--- src/rtl/riscv_mem_pkg.sv ---
// rtl/riscv_mem_pkg.sv - shared load/store select encodings and load FSM state type
package riscv_mem_pkg;

    localparam int XLEN = 32;

    // Load select, funct3 encoding
    localparam logic [2:0] LD_B  = 3'b000;
    localparam logic [2:0] LD_H  = 3'b001;
    localparam logic [2:0] LD_W  = 3'b010;
    localparam logic [2:0] LD_BU = 3'b100;
    localparam logic [2:0] LD_HU = 3'b101;

    // Store select, funct3 encoding, shared with the store mux
    localparam logic [2:0] SEL_SB = 3'b000;
    localparam logic [2:0] SEL_SH = 3'b001;
    localparam logic [2:0] SEL_SW = 3'b010;

    typedef enum logic [2:0] {
        S_IDLE  = 3'd0,
        S_REQ   = 3'd1,
        S_WAIT  = 3'd2,
        S_RESP  = 3'd3,
        S_DRAIN = 3'd4
    } ld_state_e;

    // Reserved selects behave as LW, so they share its alignment rule
    function automatic logic is_misaligned(input logic [2:0] sel, input logic [1:0] off);
        case (sel)
            LD_B, LD_BU: is_misaligned = 1'b0;
            LD_H, LD_HU: is_misaligned = off[0];
            default:     is_misaligned = (off != 2'b00);
        endcase
    endfunction

endpackage

--- src/rtl/load_extract.sv ---
// rtl/load_extract.sv - selects the addressed byte/halfword/word and sign/zero-extends it
module load_extract
    import riscv_mem_pkg::*;
(
    input  logic [XLEN-1:0] i_rdata,
    input  logic [1:0]      i_off,
    input  logic [2:0]      i_sel,
    output logic [XLEN-1:0] o_result
);

    logic [7:0]  w_byte;
    logic [15:0] w_half;

    always_comb begin
        w_byte = i_rdata[{i_off, 3'b000} +: 8];
        w_half = i_rdata[{i_off[1], 4'b0000} +: 16];
        case (i_sel)
            LD_B:    o_result = {{24{w_byte[7]}}, w_byte};
            LD_BU:   o_result = {24'd0, w_byte};
            LD_H:    o_result = {{16{w_half[15]}}, w_half};
            LD_HU:   o_result = {16'd0, w_half};
            default: o_result = i_rdata;
        endcase
    end

endmodule

--- src/rtl/load_align_unit.sv ---
// rtl/load_align_unit.sv - single-outstanding load unit: word-aligned read, lane extract, writeback
module load_align_unit
    import riscv_mem_pkg::*;
#(
    parameter int ADDR_W = 32,
    parameter int DATA_W = 32
) (
    input  logic              clk,
    input  logic              rst_n,
    input  logic              ld_valid,
    output logic              ld_ready,
    input  logic [ADDR_W-1:0] ld_addr,
    input  logic [2:0]        LoadSel,
    input  logic [4:0]        ld_rd,
    input  logic              flush,
    output logic              dmem_req_valid,
    input  logic              dmem_req_ready,
    output logic [ADDR_W-1:0] dmem_addr,
    input  logic              dmem_rvalid,
    input  logic [DATA_W-1:0] dmem_rdata,
    output logic              wb_valid,
    output logic [4:0]        wb_rd,
    output logic [DATA_W-1:0] wb_data,
    output logic              ld_misaligned,
    output logic              stall
);

    ld_state_e         r_state;
    ld_state_e         w_next;
    logic [1:0]        r_off;
    logic [2:0]        r_sel;
    logic [4:0]        r_rd;
    logic [ADDR_W-1:0] r_addr;
    logic              r_mis;
    logic [DATA_W-1:0] r_wb_data;
    logic [4:0]        r_wb_rd;
    logic              w_accept;
    logic              w_mis;
    logic              w_capture;
    logic [DATA_W-1:0] w_result;

    assign w_accept  = (r_state == S_IDLE) && ld_valid && !flush;
    assign w_mis     = is_misaligned(LoadSel, ld_addr[1:0]);
    assign w_capture = (r_state == S_WAIT) && dmem_rvalid && !flush;

    load_extract u_extract (
        .i_rdata  (dmem_rdata),
        .i_off    (r_off),
        .i_sel    (r_sel),
        .o_result (w_result)
    );

    always_comb begin
        w_next         = r_state;
        dmem_req_valid = 1'b0;
        wb_valid       = 1'b0;
        case (r_state)
            S_IDLE: begin
                if (w_accept && !w_mis) w_next = S_REQ;
            end
            S_REQ: begin
                dmem_req_valid = !flush;
                if (flush)               w_next = S_IDLE;
                else if (dmem_req_ready) w_next = S_WAIT;
            end
            S_WAIT: begin
                // A response coinciding with the flush has nothing left to drain
                if (dmem_rvalid)         w_next = flush ? S_IDLE : S_RESP;
                else if (flush)          w_next = S_DRAIN;
            end
            S_DRAIN: begin
                if (dmem_rvalid) w_next = S_IDLE;
            end
            S_RESP: begin
                wb_valid = 1'b1;
                w_next   = S_IDLE;
            end
            default: w_next = S_IDLE;
        endcase
    end

    always_ff @(posedge clk or negedge rst_n) begin
        if (!rst_n) begin
            r_state   <= S_IDLE;
            r_off     <= 2'd0;
            r_sel     <= 3'd0;
            r_rd      <= 5'd0;
            r_addr    <= '0;
            r_mis     <= 1'b0;
            r_wb_data <= '0;
            r_wb_rd   <= 5'd0;
        end else begin
            r_state <= w_next;
            r_mis   <= w_accept && w_mis;
            if (w_accept) begin
                r_off  <= ld_addr[1:0];
                r_sel  <= LoadSel;
                r_rd   <= ld_rd;
                r_addr <= {ld_addr[ADDR_W-1:2], 2'b00};
            end
            if (w_capture) begin
                r_wb_data <= w_result;
                r_wb_rd   <= r_rd;
            end
        end
    end

    assign ld_ready      = (r_state == S_IDLE);
    assign stall         = (r_state != S_IDLE);
    assign dmem_addr     = r_addr;
    assign ld_misaligned = r_mis;
    assign wb_data       = r_wb_data;
    assign wb_rd         = r_wb_rd;

endmodule

--- config.mk ---
export PLATFORM = sky130hd
export DESIGN_NAME = load_align_unit
export DESIGN_NICKNAME = d
export VERILOG_FILES = /design/src/rtl/riscv_mem_pkg.sv /design/src/rtl/load_extract.sv /design/src/rtl/load_align_unit.sv
export SDC_FILE = /design/constraint.sdc
export NUM_CORES = 1
export LEC_CHECK = 0
export ABC_CLOCK_PERIOD_IN_PS = 1400
export BUFFER_PORTS_ARGS = -buffer_cell sky130_fd_sc_hd__buf_2
export CAP_MARGIN = 20
export CORE_MARGIN = 2
export CORE_UTILIZATION = 44
export DETAILED_ROUTE_END_ITERATION = 10
export HOLD_SLACK_MARGIN = 0.12
export PLACE_DENSITY = 0.76
export SETUP_SLACK_MARGIN = 0.5
export SLEW_MARGIN = 25
export SYNTH_ARGS = -nofsm -noshare
export SYNTH_HDL_FRONTEND = slang
export SYNTH_SLANG_ARGS = --single-unit
--- constraint.sdc ---
create_clock -name clk -period 1.4 [get_ports clk]
set_input_delay 0.07 -clock clk [delete_from_list [all_inputs] [get_ports clk]]
set_output_delay 0.07 -clock clk [all_outputs]
set_load 0.05 [all_outputs]
==> results of run 1 <==
[stage by stage]
step                      cells  TNS (ns)
after global routing        754    -16.34
after CTS                   729    -12.40
after detailed placement    603    -11.04
final                       754    -12.87
after global placement      603    -8.301
after floorplan             338    -14.04
[what timing repair did]
action	in CTS	in global routing
endpoints found under the setup margin	153	172
cloned	2	0
pin swaps	13	7
resized for setup	179	37
hold endpoints to repair	152	0
buffers inserted	37	25
hold buffers	71	0
[critical path: cells and delay by family, from the launching register on]
family                 cells  cell delay (ns)
flip-flops                 1             0.41
multiplexers               1             0.30
buffers and inverters      2             0.26
AND/OR/NAND/NOR            2             0.51
[area by class of cell]
type | count | share of cell area (%)
Clock inverter | 7 | 1.087
Clock buffer | 9 | 1.736
Inverter | 8 | 0.5260
Tap cell | 108 | 1.894
Multi-Input combinational cell | 225 | 26.35
Sequential cell | 81 | 28.44
Timing Repair Buffer | 316 | 39.96
[state kept, by name (all words and copies together), names as in the netlist]
| name | count |
|---|---|
| r_off | 2 |
| ld_misaligned | 1 |
| wb_rd | 5 |
| wb_data | 32 |
| r_rd | 5 |
| r_sel | 3 |
| r_state | 3 |
| dmem_addr | 30 |
[layer usage]
metal	vias to the layer above	share of wire [%]	GRT usage, %
li1	1788	-	-
met1	1944	38	32.88
met2	171	53	46.47
met3	42	4.8	4.317
met4	0	3.7	13.46
met5	-	0	0
[synth_stat cells, types with 2 or more instances]
master	count	area, um^2
a211oi_1	2	15.01
a21oi_1	17	85.08
a222oi_1	5	50.05
a22o_1	3	26.28
buf_2	11	55.05
buf_4	2	15.01
buf_6	4	45.04
clkbuf_1	6	22.52
dfrtp_1	81	2027
inv_1	7	26.28
mux2_2	7	78.83
mux2_4	39	585.6
mux2i_1	5	50.05
nand2_1	40	150.1
nand2b_1	5	31.28
nand3_1	31	155.2
nand3b_1	2	15.01
nand4_1	4	25.02
nor2_1	17	63.81
nor2b_1	7	43.79
nor3_1	3	15.01
o21ai_0	20	100.1
[power groups by stage]
stage                     clock network, mW  logic (mW)  registers [mW]
after floorplan                           0        1.56            5.86
after global placement                    0        5.14            3.53
after detailed placement                  0        5.22            3.55
after CTS                              1.81        6.82            3.65
after global routing                   1.92        7.74            3.76
final                                  1.78        7.45            3.69
[worst min path at each step]
stage / endpoint / slack [ns] / startpoint / cells after the start
after detailed placement: wb_data[2] / 0.04 / rst_n / 1
after CTS: wb_data[3] / 0.10 / dmem_rdata[3] / 4
after floorplan: dmem_addr[10] / -0.23 / rst_n / 0
after global routing: wb_data[3] / 0.13 / dmem_rdata[3] / 4
final: wb_data[3] / 0.11 / dmem_rdata[3] / 4
after global placement: wb_data[2] / 0.03 / rst_n / 1
[cell families (layout without fill, tap and decap cells)]
| family | Yosys count | in the layout |
|---|---|---|
| mux | 52 | 52 |
| flops | 81 | 81 |
| compound gates | 56 | 56 |
| other cells | 1 | 2 |
| buf+inv | 32 | 340 |
| simple gates | 115 | 115 |
==> results.json, run 1 <==
{
  "synth-xor-area-share_pct": 0,
  "multiInputGateArea_mm2": 0.001881,
  "outcome": "finished with violations",
  "clk_pin_slew_ns": 0.09,
  "crit_chain": "or3_4 -> inv_8 -> nand3b_4 -> buf_12 -> mux2_4",
  "path_class": "flip-flop to flip-flop",
  "area_growth_pct": 85.28,
  "core_area_mm2": 0.008593,
  "endpoint_kind": "flip-flop",
  "dp_hpwl_um": 7115,
  "fin_ws_ns": -0.2141,
  "synth_ff_type": "dfrtp_1",
  "p_switching_mw": 5.641,
  "cp-endpoint": "r_rd[1]",
  "synth_simple_gate_area_share_pct": 14.62,
  "place.gp.congestion": 0.8671,
  "rr_worst_depth": 5,
  "pre_cts_ws_ns": -0.1983,
  "hold_class": "input pin to flip-flop",
  "rows": 34,
  "wl_per_cell_um": 18.29,
  "fill_cells": 456,
  "gr-usage-all-layers_pct": 27.02,
  "pwr-share-comb_pct": 57.6,
  "synth-seq-area-share_pct": 52.63,
  "antenna_cells": 0,
  "worstSkewPairLatency_ns": 0.35,
  "fmax_mhz": 619.5,
  "synth_area_per_cell_um2": 11.43,
  "nets": 719,
  "grt_max_degree": 33,
  "ant_nets": 0,
  "p_seq_share_pct": 28.6,
  "die_area_mm2": 0.009517,
  "crit_required_ns": 1.63,
  "vias": 3945,
  "grt_pass1_wl_um": 20480,
  "numCtsBuffers": 9,
  "leakage_nw": 3.630,
  "syn_inst": 337,
  "drtIter0Drc": 186,
  "register_area_mm2": 0.002029,
  "viasPerCell": 5.232,
  "reg2reg_to": "r_rd[1]",
  "clk_path_buf_depth": 2,
  "peakVddDrop_mv": 1.424,
  "firstDrtPassIters": 7,
  "final_layout_size_suffix_gt1_share_pct": 54.64,
  "totalWireLength_um": 13790,
  "htree_levels": 3,
  "fin_crit_sh_pct": 115.3,
  "totalPowerFinal_mw": 12.92,
  "port_buffers": 149,
  "drcViolationCount": 0,
  "path_max_fanout": 21,
  "startpoint_type": "flip-flop",
  "critPathMaxStageDelay_ns": 0.41,
  "ios": 152,
  "grt-ovfl-total": 0,
  "synth-seq-cells": 81,
  "antenna_found_initial": 0,
  "dpl_cell_area_mm2": 0.004987,
  "pwr-share-clk_pct": 13.8,
  "critPathSlowestCell": "dfrtp_1",
  "grt_pass1_vias": 4058,
  "ff2ff_setup_slack_ns": -0.21,
  "p_int_mw": 7.282,
  "rsz0062_at_grt": "true",
  "startpoint": "r_state[1]",
  "synth.distinct_cells": 41,
  "synth_edf_count": 0,
  "report.final.slew_viol_count": 0,
  "synthArstFlopShare_pct": 100.0,
  "synth_area_mm2": 0.003851,
  "switching_share_pct": 43.65,
  "p_per_area_mw_per_mm2": 1811,
  "synth_fa_ha_area_share_pct": 0,
  "hold_violations": 0,
  "die_h_um": 97.56,
  "reg2reg_from": "r_state[1]",
  "dieWidth_um": 97.56,
  "maxCapViolations": 0,
  "worst_ep_arrival_time_ns": 1.85,
  "yosys_warnings": 0,
  "synth_compound_area_share_pct": 9.064,
  "final_common_cell": "buf_6",
  "synth_top_family_by_area": "multiplexers",
  "initial_core_util_pct": 44.82,
  "cts.sinks": 81,
  "final_area_mm2": 0.007136,
  "final_cell_mix": "83 x buf_6, 79 x dfrtp_1, 76 x buf_2, 72 x buf_4, 71 x dlygate4sd3_1",
  "synth.area.mux_share_pct": 19.14,
  "finish.utilization_pct": 83.04,
  "period_needed_ns": 1.614,
  "cts_root_buffer": "clkbuf_8",
  "cts_tree": "done",
  "violations": "negative setup slack",
  "report.final.setup_viol": 81,
  "clock_skew_ns": 0.007996,
  "hold_ws_ns": 0.1076
}
Power figures use the tool's default switching activity.
==> inputs of run 2 (changes only) <==
--- a/config.mk
+++ b/config.mk
@@ -8,6 +8,7 @@
 export ABC_CLOCK_PERIOD_IN_PS = 1400
 export BUFFER_PORTS_ARGS = -buffer_cell sky130_fd_sc_hd__buf_2
 export CAP_MARGIN = 20
+export CORE_ASPECT_RATIO = 1.1
 export CORE_MARGIN = 2
 export CORE_UTILIZATION = 44
 export DETAILED_ROUTE_END_ITERATION = 10
==> run 2 against run 1 <==
Net effect: largest cell class unchanged; flip-flop and latch count did not move; power increased by 4.6%; the flow still finishes with violations (negative setup slack); critical path type unchanged; critical endpoint is now dmem_addr[17]; global-route usage is 4.5 points higher; non-clock buffer count rose by 17; via count is 7.6% higher; maximum frequency decreased by 6.0%; utilization increased by 4.8 points; sequential power increased by 3%; setup slack got worse by 0.10 ns.
==> results.json, run 2 (synthesis results as in run 1) <==
{
  "drtIter0Drc": 290,
  "cts.sinks": 81,
  "grt_pass1_vias": 4287,
  "switching_share_pct": 44.28,
  "worst_ep_arrival_time_ns": 1.96,
  "grt_max_degree": 82,
  "p_seq_share_pct": 28.1,
  "clock_skew_ns": 0.01277,
  "largest_register_ffs": 32,
  "crit_required_ns": 1.65,
  "fin_ws_ns": -0.3163,
  "die_area_mm2": 0.009518,
  "numCtsBuffers": 9,
  "fmax_mhz": 582.7,
  "nets": 736,
  "rsz0062_at_grt": "true",
  "startpoint_type": "flip-flop",
  "antenna_cells": 0,
  "clk_path_buf_depth": 2,
  "fin_crit_sh_pct": 122.6,
  "grt_pass1_wl_um": 22580,
  "core_area_mm2": 0.008452,
  "maxCapViolations": 0,
  "ios": 152,
  "final_layout_size_suffix_gt1_share_pct": 56.86,
  "port_buffers": 149,
  "report.final.setup_viol": 82,
  "dieWidth_um": 93.20,
  "final.setup.tns_ns": -19.37,
  "p_switching_mw": 5.985,
  "final_area_mm2": 0.007425,
  "hold_class": "input pin to flip-flop",
  "area_growth_pct": 92.79,
  "hold_violations": 0,
  "dp_hpwl_um": 7523,
  "report.final.slew_viol_count": 0,
  "path_max_fanout": 30,
  "antenna_found_initial": 0,
  "peakVddDrop_mv": 1.078,
  "pre_cts_ws_ns": -0.2226,
  "endpoint_kind": "flip-flop",
  "hold_ws_ns": 0.1476,
  "final_cell_mix": "83 x buf_6, 82 x buf_4, 79 x dfrtp_1, 76 x buf_2, 72 x dlygate4sd3_1",
  "gr-usage-all-layers_pct": 31.54,
  "clk_pin_slew_ns": 0.10,
  "pwr-share-comb_pct": 56.6,
  "wl_per_cell_um": 21.79,
  "firstDrtPassIters": 7,
  "cts_root_buffer": "clkbuf_8",
  "path_class": "flip-flop to flip-flop",
  "p_int_mw": 7.530,
  "grt-ovfl-total": 0,
  "totalWireLength_um": 16860,
  "outcome": "finished with violations",
  "viasPerCell": 5.483,
  "drcViolationCount": 0,
  "vias": 4244,
  "violations": "negative setup slack",
  "p_per_area_mw_per_mm2": 1820,
  "initial_core_util_pct": 45.57,
  "period_needed_ns": 1.716,
  "final_common_cell": "buf_6",
  "worstSkewPairLatency_ns": 0.36,
  "ant_nets": 0,
  "place.gp.congestion": 0.8600,
  "dpl_cell_area_mm2": 0.005054,
  "rows": 35,
  "leakage_nw": 3.741,
  "totalPowerFinal_mw": 13.52,
  "cts_tree": "done",
  "pwr-share-clk_pct": 15.4,
  "die_h_um": 102.1,
  "htree_levels": 3
}
==> run 2: cell count changes in the layout (fill, tap and decap cells not counted), sizes merged <==
cell / previous run / this run
buf: 244 / 260
clkinv: 3 / 1
dlygate4sd3: 71 / 72
inv: 11 / 12
bufinv: 1 / 2
bufbuf: 1 / 0
clkbuf: 9 / 10
==> run 2: worst paths after layout <==
check                                    start       endpoint  slack (ns)  depth (start not counted)
min in group asynchronous                rst_n   dmem_addr[6]        0.25                          3
max in group asynchronous                rst_n       r_off[0]        0.77                          3
worst min register to register         r_rd[4]       wb_rd[4]        0.51                          2
worst min-delay path            dmem_rdata[25]     wb_data[9]        0.15                          4
worst max-delay path                r_state[2]  dmem_addr[17]       -0.32                          5
worst max register to register      r_state[2]  dmem_addr[17]       -0.32                          5
==> run 2: cell type report <==
cell class              instances  area (um^2)
repair buffers                333         3054
well taps                     111        138.9
fillers                       364         1027
inverters                       8        37.54
flip-flops and latches         81         2029
clock buffers                   9        123.9
clock inverters                 7        106.4
multi-input cells             225         1934
==> run 2: metal layers <==
| layer | GRT usage (%) | part of all wire [%] | wire [um] |
|---|---|---|---|
| met3 | 5.310 | 6.2 | 1041 |
| met2 | 58.81 | 54 | 9189 |
| met1 | 35.44 | 34 | 5690 |
| met5 | 0 | 0 | 0 |
| met4 | 14.14 | 5.6 | 941 |
==> run 2: stage by stage <==
stage          std cells  utilization [%]
2_1_floorplan        338                -
3_3_place_gp         611            59.79
3_5_place_dp         611            59.79
4_1_cts              745            83.43
5_1_grt              774            87.85
6_report             774            87.85
==> run 2: critical path, stage by stage, from the launching register on <==
cell      delay, ns
dfrtp_1        0.42
or3_4          0.44
inv_8          0.08
nand3b_4       0.10
buf_12         0.20
mux2_4         0.35
==> run 2: what timing repair did <==
action	4_1_cts	5_1_grt
hold endpoints to repair	152	0
pin swaps	12	7
cloned	3	1
buffers inserted	43	28
hold buffers	72	0
resized for setup	196	36
endpoints found under the setup margin	153	153
==> run 2: power by group through the flow <==
stage	logic [mW]	registers [mW]	clock network [mW]
2_1_floorplan	1.56	5.86	0
3_3_place_gp	5.15	3.56	0
3_5_place_dp	5.24	3.59	0
4_1_cts	6.82	3.69	2.02
5_1_grt	7.92	3.84	2.18
6_report	7.65	3.79	2.08
